File: src/rtl/mig_pkg.sv
// rtl/mig_pkg.sv - shared types and constants for the majority-inverter graph evaluator
package mig_pkg;

  localparam int DEF_NUM_PI    = 8;
  localparam int DEF_MAX_NODES = 64;
  localparam int DEF_IDX_W     = 7;
  localparam int CONST0_IDX    = 0;

  typedef enum logic [1:0] {
    IDLE,
    LOAD,
    DONE,
    ERR
  } state_t;

  function automatic int first_node_idx(input int num_pi);
    return num_pi + 1;
  endfunction

endpackage

File: src/rtl/mig_maj3.sv
// rtl/mig_maj3.sv - three-input majority with per-input complement
module mig_maj3 (
  input  logic       a,
  input  logic       b,
  input  logic       c,
  input  logic [2:0] inv,
  output logic       y
);

  logic xa, xb, xc;

  assign xa = a ^ inv[0];
  assign xb = b ^ inv[1];
  assign xc = c ^ inv[2];
  assign y  = (xa & xb) | (xa & xc) | (xb & xc);

endmodule

File: src/rtl/mig_eval.sv
// rtl/mig_eval.sv - streams a majority-inverter netlist one node per cycle and evaluates its output
module mig_eval
  import mig_pkg::*;
#(
  parameter int NUM_PI    = DEF_NUM_PI,
  parameter int MAX_NODES = DEF_MAX_NODES,
  parameter int IDX_W     = DEF_IDX_W
) (
  input  logic              clk,
  input  logic              rst,
  input  logic              start,
  input  logic [NUM_PI-1:0] pi,
  input  logic              node_valid,
  output logic              node_ready,
  input  logic [IDX_W-1:0]  node_a,
  input  logic [IDX_W-1:0]  node_b,
  input  logic [IDX_W-1:0]  node_c,
  input  logic [2:0]        node_inv,
  input  logic              node_last,
  input  logic              node_out_inv,
  output logic              busy,
  output logic              po_valid,
  output logic              po,
  output logic              err
);

  localparam int TOTAL = 1 + NUM_PI + MAX_NODES;
  localparam int SPACE = 2 ** IDX_W;
  localparam int FIRST = first_node_idx(NUM_PI);
  localparam int CNT_W = (MAX_NODES > 1) ? $clog2(MAX_NODES) : 1;

  state_t state, state_nx;

  logic [NUM_PI-1:0]    pi_q;
  logic [MAX_NODES-1:0] node_vals;
  logic [TOTAL-1:0]     vals;
  logic [SPACE-1:0]     vals_ext;
  logic [CNT_W-1:0]     cnt;
  logic [IDX_W-1:0]     self_idx;
  logic                 value;
  logic                 accept;
  logic                 fwd_err;
  logic                 overflow;

  // Bit CONST0_IDX is the hard-wired constant-0 signal; unused index space reads as 0.
  assign vals     = {node_vals, pi_q, 1'b0};
  assign vals_ext = SPACE'(vals);

  assign self_idx = IDX_W'(FIRST) + IDX_W'(cnt);
  assign fwd_err  = (node_a >= self_idx) | (node_b >= self_idx) | (node_c >= self_idx);
  assign overflow = (cnt == CNT_W'(MAX_NODES - 1)) && !node_last;
  assign accept   = node_valid && node_ready;

  mig_maj3 u_maj3 (
    .a   (vals_ext[node_a]),
    .b   (vals_ext[node_b]),
    .c   (vals_ext[node_c]),
    .inv (node_inv),
    .y   (value)
  );

  always_ff @(posedge clk) begin
    if (rst) begin
      state <= IDLE;
      cnt   <= '0;
      po    <= 1'b0;
    end else begin
      state <= state_nx;
      if (state == IDLE && start) begin
        cnt <= '0;
      end else if (accept && !fwd_err) begin
        cnt <= cnt + 1'b1;
        if (node_last) po <= value ^ node_out_inv;
      end
    end
  end

  // Netlist storage carries no reset: a new evaluation always rewrites before reading.
  always_ff @(posedge clk) begin
    if (state == IDLE && start) pi_q <= pi;
    if (accept && !fwd_err) node_vals[cnt] <= value;
  end

  always_comb begin
    state_nx   = state;
    node_ready = 1'b0;
    busy       = 1'b1;
    po_valid   = 1'b0;
    err        = 1'b0;
    unique case (state)
      IDLE: begin
        busy = 1'b0;
        if (start) state_nx = LOAD;
      end
      LOAD: begin
        node_ready = 1'b1;
        if (node_valid) begin
          if (fwd_err)        state_nx = ERR;
          else if (node_last) state_nx = DONE;
          else if (overflow)  state_nx = ERR;
        end
      end
      DONE: begin
        po_valid = 1'b1;
        state_nx = IDLE;
      end
      ERR: begin
        err      = 1'b1;
        state_nx = IDLE;
      end
      default: state_nx = IDLE;
    endcase
  end

endmodule

File: config.mk
export PLATFORM = sky130hd
export DESIGN_NAME = mig_eval
export DESIGN_NICKNAME = d
export VERILOG_FILES = /design/src/rtl/mig_pkg.sv /design/src/rtl/mig_maj3.sv /design/src/rtl/mig_eval.sv
export SDC_FILE = /design/constraint.sdc
export NUM_CORES = 1
export LEC_CHECK = 0
export CAP_MARGIN = 20
export CORE_MARGIN = 4
export CORE_UTILIZATION = 49
export DETAILED_ROUTE_END_ITERATION = 7
export GPL_TIMING_DRIVEN = 0
export PLACE_DENSITY_LB_ADDON = 0.12
export SETUP_SLACK_MARGIN = 0.1
export SLEW_MARGIN = 10
export SYNTH_ARGS = -nofsm -noshare
export SYNTH_HDL_FRONTEND = slang
export SYNTH_SLANG_ARGS = --single-unit
File: constraint.sdc
create_clock -name clk -period 3.78 [get_ports clk]
set_input_delay 0.378 -clock clk [delete_from_list [all_inputs] [get_ports clk]]
set_output_delay 0.378 -clock clk [all_outputs]
set_load 0.01 [all_outputs]
## Word-level counts from Yosys, hierarchy flattened

Cells that the tools add are included.
Widths: inputs -> output; s select.

- Add/sub/neg operators: 2
- $mul: 0
- Div/mod/pow operators: 0
- Order comparisons: 8
- Eq/ne operators: 7
- Shift operators: 0
- Multiplexer cells: 19
- Bitwise logic cells: 12
- Reduce and logical (&&, ||, !) cells: 12

Operator list:

| operator | count |
|---|---|
| $bwmux 64 | 1 |
| $lt 7x8->1 const B | 3 |
| $bmux 1 s7 | 3 |
| $ge 7x7->1 | 3 |
| $mux 2 | 5 |
| $mux 1 | 8 |
| $add 4x6->7 const A | 1 |
| $lt 6x7->1 const B | 1 |
| $add 6x1->6 const B | 1 |
| $demux 1 s6 | 1 |
| $eq 6x6->1 const B | 1 |
| $ge 6x1->1 const B | 1 |
| $pmux 2 s3 | 1 |
| $reduce_and 3->1 | 2 |
| $logic_and 1x1->1 | 5 |
| $eq 2x2->1 const B | 2 |
| $ne 2x2->1 const B | 2 |
| $ne 4x4->1 const B | 1 |
| $or 1x1->1 | 4 |
| $reduce_or 2->1 | 2 |
| $xor 1x1->1 | 4 |
| $and 1x1->1 | 3 |
| $eq 2x1->1 const B | 1 |
| $logic_not 1->1 | 2 |
| other kinds (2) | 2 |

- Register bits after elaboration: 81
- Bits in latches: 0
- Bits in writable memories: 0
- ROM bits: 0
- Input port bits: 38
- Output and inout bits: 5
- Word-level logic and storage cells: 65
- Memories kept: 0

## Longest topological paths before layout

- Depth in word-level cells: 7
- Gate-level depth with buffers: 14
- Depth with buffers taken out: 12

## Hierarchy

A second synthesis with hierarchy kept.

- Cell total of the unflattened synthesis: 441
- Area, all modules: 5,711.7 µm²

By module, submodules not included:

| module | times used | cells an instance | area an instance (µm²) | sequential area each (µm²) |
|---|---|---|---|---|
| mig_eval | 1 | 437 | 5,674.2 | 2,342.2 |
| mig_maj3 | 1 | 4 | 37.5 | 0.0 |

## Worst setup path after synthesis

OpenSTA, ideal clock, no wires.

- Path kind: register to register
- Start: register cnt[0]
- End: register node_vals[59] (enable)
- Setup time: 0.302 ns
- Arrival time: 3.196 ns
- Required time: 3.478 ns
- Slack: 0.281 ns
- Cell stages (with the launch flop): 13
- Path buffers: 0
- Clock period less this slack: 3.499 ns
- Cells stage by stage: dfxtp_1 > ha_1 > xnor2_1 > ha_1 > or2_2 > a21oi_1 > o21ai_1 > a21o_1 > maj3_2 > a2111oi_4 > and2b_2 > nand3_2 > nor2_1

- Cells in the longest elaborated chain, start to end: 6
- Elaborated cells between the ends (all ways): 8
- Classes of those cells: 1 x add/sub; 3 x order compare; 2 x bitwise; 2 x reduce/logical

Ends and longest elaborated chain:

| item | line | source |
|---|---|---|
| start, declared | mig_eval.sv:38 | `logic [CNT_W-1:0] cnt;` |
| start signal, assigned | mig_eval.sv:72 | `cnt <= cnt + 1'b1;` |
| $add 4x6->7 * | mig_eval.sv:49 | `assign self_idx = IDX_W'(FIRST) + IDX_W'(cnt);` |
| $ge 7x7->1 | mig_eval.sv:50 | `assign fwd_err = (node_a >= self_idx) \| (node_b >= self_idx) \| (node_c >= self_idx);` |
| $or 1x1->1 | mig_eval.sv:50 |  |
| $or 1x1->1 * | mig_eval.sv:50 |  |
| $logic_not 1->1 * | mig_eval.sv:81 | `if (accept && !fwd_err) node_vals[cnt] <= value;` |
| $logic_and 1x1->1 * | mig_eval.sv:81 |  |
| end signal, assigned by index | mig_eval.sv:81 |  |
| end, declared | mig_eval.sv:35 | `logic [MAX_NODES-1:0] node_vals;` |

Every way passes the cells marked *; elsewhere a longest branch is shown, timed or not.
A chain may end at the register's enable or synchronous reset.

## Final worst setup path

- Start: register cnt[0]
- End: register node_vals[35] (enable)

Same word-level chain as after synthesis.

==> results.json <==
{
  "first_global_vias": 4071,
  "drc_errors": 0,
  "cts.root.buffer_cell": "sky130_fd_sc_hd__clkbuf_16",
  "critical_path.n_buffers_inverters": 1,
  "worstSetupStartpointType": "flip-flop",
  "postRouteAntennaNets": 0,
  "outcome": "completed",
  "clock-sinks": 81,
  "placed_cell_area_um2": 6080,
  "grt_setup_unrepaired": "true",
  "achievable-frequency_mhz": 273,
  "ys_warn_count": 0,
  "cp_max_fo": 7,
  "synth_commonest_cells": "sky130_fd_sc_hd__nor2_1, sky130_fd_sc_hd__edfxtp_1, sky130_fd_sc_hd__mux4_2",
  "die_h_um": 114,
  "timing.critical_path.slowest_stage_cell": "sky130_fd_sc_hd__a2111oi_4",
  "buffer_ports.inserted": 39,
  "syn_nets": 490,
  "finalHoldViolCount": 0,
  "grt_antenna_before_repair": 0,
  "number_of_synthesized_flops_with_an_enable_pin": 72,
  "tightest_slew_ns": 0.712,
  "number_of_nets_in_the_layout": 558,
  "layout-area-overhead-vs-synth_pct": 23.3,
  "clock_pin_slew_of_the_registers_on_the_worst_case_setup_and_hold_paths_ns": 0.06,
  "dominantRegCellSynth": "sky130_fd_sc_hd__edfxtp_1",
  "drt-total-wl_um": 16000,
  "cts_inserted_buffers": 9,
  "non_filler_cells_final": 649,
  "design.core.area_um2": 10900,
  "io-pin-count": 43,
  "max-slew-margin-rel": 0.522,
  "worstSetupEndpointType": "flip-flop",
  "postCtsHoldBufs": 0,
  "whs_ns": 0.503,
  "firstDrtPassIters": 5,
  "clkLatencyLatePin_ns": 0.34,
  "synth.yosys.seq_area_share": 0.425,
  "post_synth_inst_count": 436,
  "fin_ws_ns": 0.122,
  "criticalPathCategory": "reg -> reg",
  "synthArstFlopShare": 0,
  "dp.cells": 615,
  "synth.largest_area_cell": "sky130_fd_sc_hd__edfxtp_1",
  "antenna-diode-count": 0,
  "netlist-cell-type-count": 67,
  "detail_route.iter0.violations": 423,
  "grt_start_max_net_pins": 66,
  "cap_viol_max_count": 0,
  "yosys-top-cells-area": "sky130_fd_sc_hd__edfxtp_1, sky130_fd_sc_hd__mux4_2, sky130_fd_sc_hd__nor2_1",
  "final_period_minus_worst_setup_slack_ns": 3.66,
  "critical_path.cell_chain": "ha_4 -> xnor2_4 -> ha_1 -> or2_4 -> a21oi_2 -> o21ai_1 -> a21o_1 -> maj3_2 -> a2111oi_4 -> and2b_2 -> nand3_4 -> buf_12 -> nor2_1",
  "route.vias.total": 4164,
  "cts_tree": "built",
  "preCtsSetupSlack_ns": -1.14,
  "wl_per_cell_um": 24.7,
  "grt-ovfl-total": 0,
  "fin_tns_setup_ns": 0,
  "cts_buffer_depth": 2,
  "post-synth-top-count-cell": "sky130_fd_sc_hd__nor2_1",
  "timing.clock.skew_ns": 0.00605,
  "leakagePower_nw": 2.30,
  "synthesis.area_per_instance_um2": 12.6,
  "final_area_um2": 6800,
  "layout-drive-gt1-share": 0.305,
  "fillers": 892,
  "finalSetupViolCount": 0,
  "fp-row-count": 38,
  "fp.dieArea_um2": 13000,
  "start_util": 0.504,
  "synth-seq-cells": 81,
  "worstHoldPathType": "reg -> reg",
  "synth_area_um2": 5510,
  "die-width_um": 114,
  "cp.arrival_ns": 3.71,
  "largest_stage_delay_on_the_critical_path_ns": 0.52,
  "gr-usage-all-layers": 0.247,
  "place.gp.congestion": 0.910,
  "critical-path-top-delay-family": "compound AO/OA/AOI/OAI gates",
  "avgViaCountPerCell": 6.42,
  "irDropWorstVdd_v": 0.000225,
  "grt_first_pass_wirelength_um": 23500,
  "pwr_density_cell_nw_per_um2": 343,
  "worst_ep_required_time_ns": 3.83,
  "synth_top_area_share": 0.392,
  "final_worst_path_period_share": 0.968,
  "dp_hpwl_um": 11300,
  "cts_htree_levels": 3,
  "slew_violations": 0
}
[final timing paths]
check / startpoint / end / slack [ns] / depth (start not counted)
max: cnt[0]$_SDFFE_PP0P_ / node_vals[35]$_DFFE_PP_ / 0.12 / 13
min: state[1]$_SDFFE_PP0P_ / state[0]$_SDFFE_PP0P_ / 0.50 / 1
max reg2reg: cnt[0]$_SDFFE_PP0P_ / node_vals[35]$_DFFE_PP_ / 0.12 / 13
min reg2reg: state[1]$_SDFFE_PP0P_ / state[0]$_SDFFE_PP0P_ / 0.50 / 1
[power breakdown]
part / total [mW] / internal [mW] / switching (mW)
combinational: 0.378 / 0.169 / 0.208
clock: 0.922 / 0.577 / 0.344
sequential: 1.03 / 1.03 / 0.00574
total: 2.33 / 1.77 / 0.558
[worst register-to-register path, delay by kind of cell (launching register included)]
kind	cells	cell delay [ns]
AND/OR/NAND/NOR	4	0.85
AO/OA/AOI/OAI	4	0.91
buffers and inverters	1	0.17
flip-flops	1	0.38
adder cells (fa/ha/maj)	3	0.81
XOR/XNOR	1	0.25
[repair_timing]
item	CTS	global route
resized for setup	30	29
setup buffers	1	15
pin swaps	3	17
cloned	0	2
setup endpoints to repair	136	67
[layer usage]
layer	wire [µm]	up-vias	global-route usage
met5	0	-	0
met1	6390	2098	0.335
met3	1490	19	0.0573
li1	-	1844	-
met2	7880	203	0.397
met4	249	0	0.0808
[layout by cell type, fill, tap and decap left out, drive strengths merged, types with 15 or more instances in the layout]
| master | synthesis | final |
|---|---|---|
| nor2 | 83 | 83 |
| edfxtp | 72 | 72 |
| mux4 | 52 | 52 |
| clkdlybuf4s50 | 0 | 38 |
| buf | 15 | 30 |
| mux2i | 23 | 23 |
| clkbuf | 10 | 22 |
| nand2 | 21 | 21 |
| ha | 16 | 16 |
| inv | 16 | 15 |
[stage by stage]
step                 util  total power [mW]
finish              0.621              2.33
global route        0.621              2.42
CTS                 0.595              2.31
detailed placement  0.556              1.38
global placement    0.556              1.38
floorplan               -              1.26
[cell families (layout without fill, tap and decap cells)]
family,count (synthesis),after routing,share of synthesized area
AOI/OAI and AO/OA,49,49,0.0704
xor gates and xnor gates,12,12,0.0238
adders and majority gates,18,20,0.0404
buffers and inverters,42,113,0.0450
DFF,81,81,0.425
muxes,77,77,0.258
and+or+nand+nor,157,157,0.137
[area by class of cell]
class	count	area, µm²	share of cell area
Inverter	17	67.6	0.00994
Tap cell	140	175	0.0258
Clock buffer	11	233	0.0342
Clock inverter	5	80.1	0.0118
Buffer	25	218	0.0320
Timing Repair Buffer	55	537	0.0790
Multi-Input combinational cell	315	3140	0.461
Sequential cell	81	2350	0.346
[state kept, by name, indices dropped and copies added, names as in the netlist]
| name | cells |
|---|---|
| cnt | 6 |
| po | 1 |
| pi_q | 8 |
| state | 2 |
| node_vals | 64 |
No activity file was read; power rests on OpenSTA's default activity.
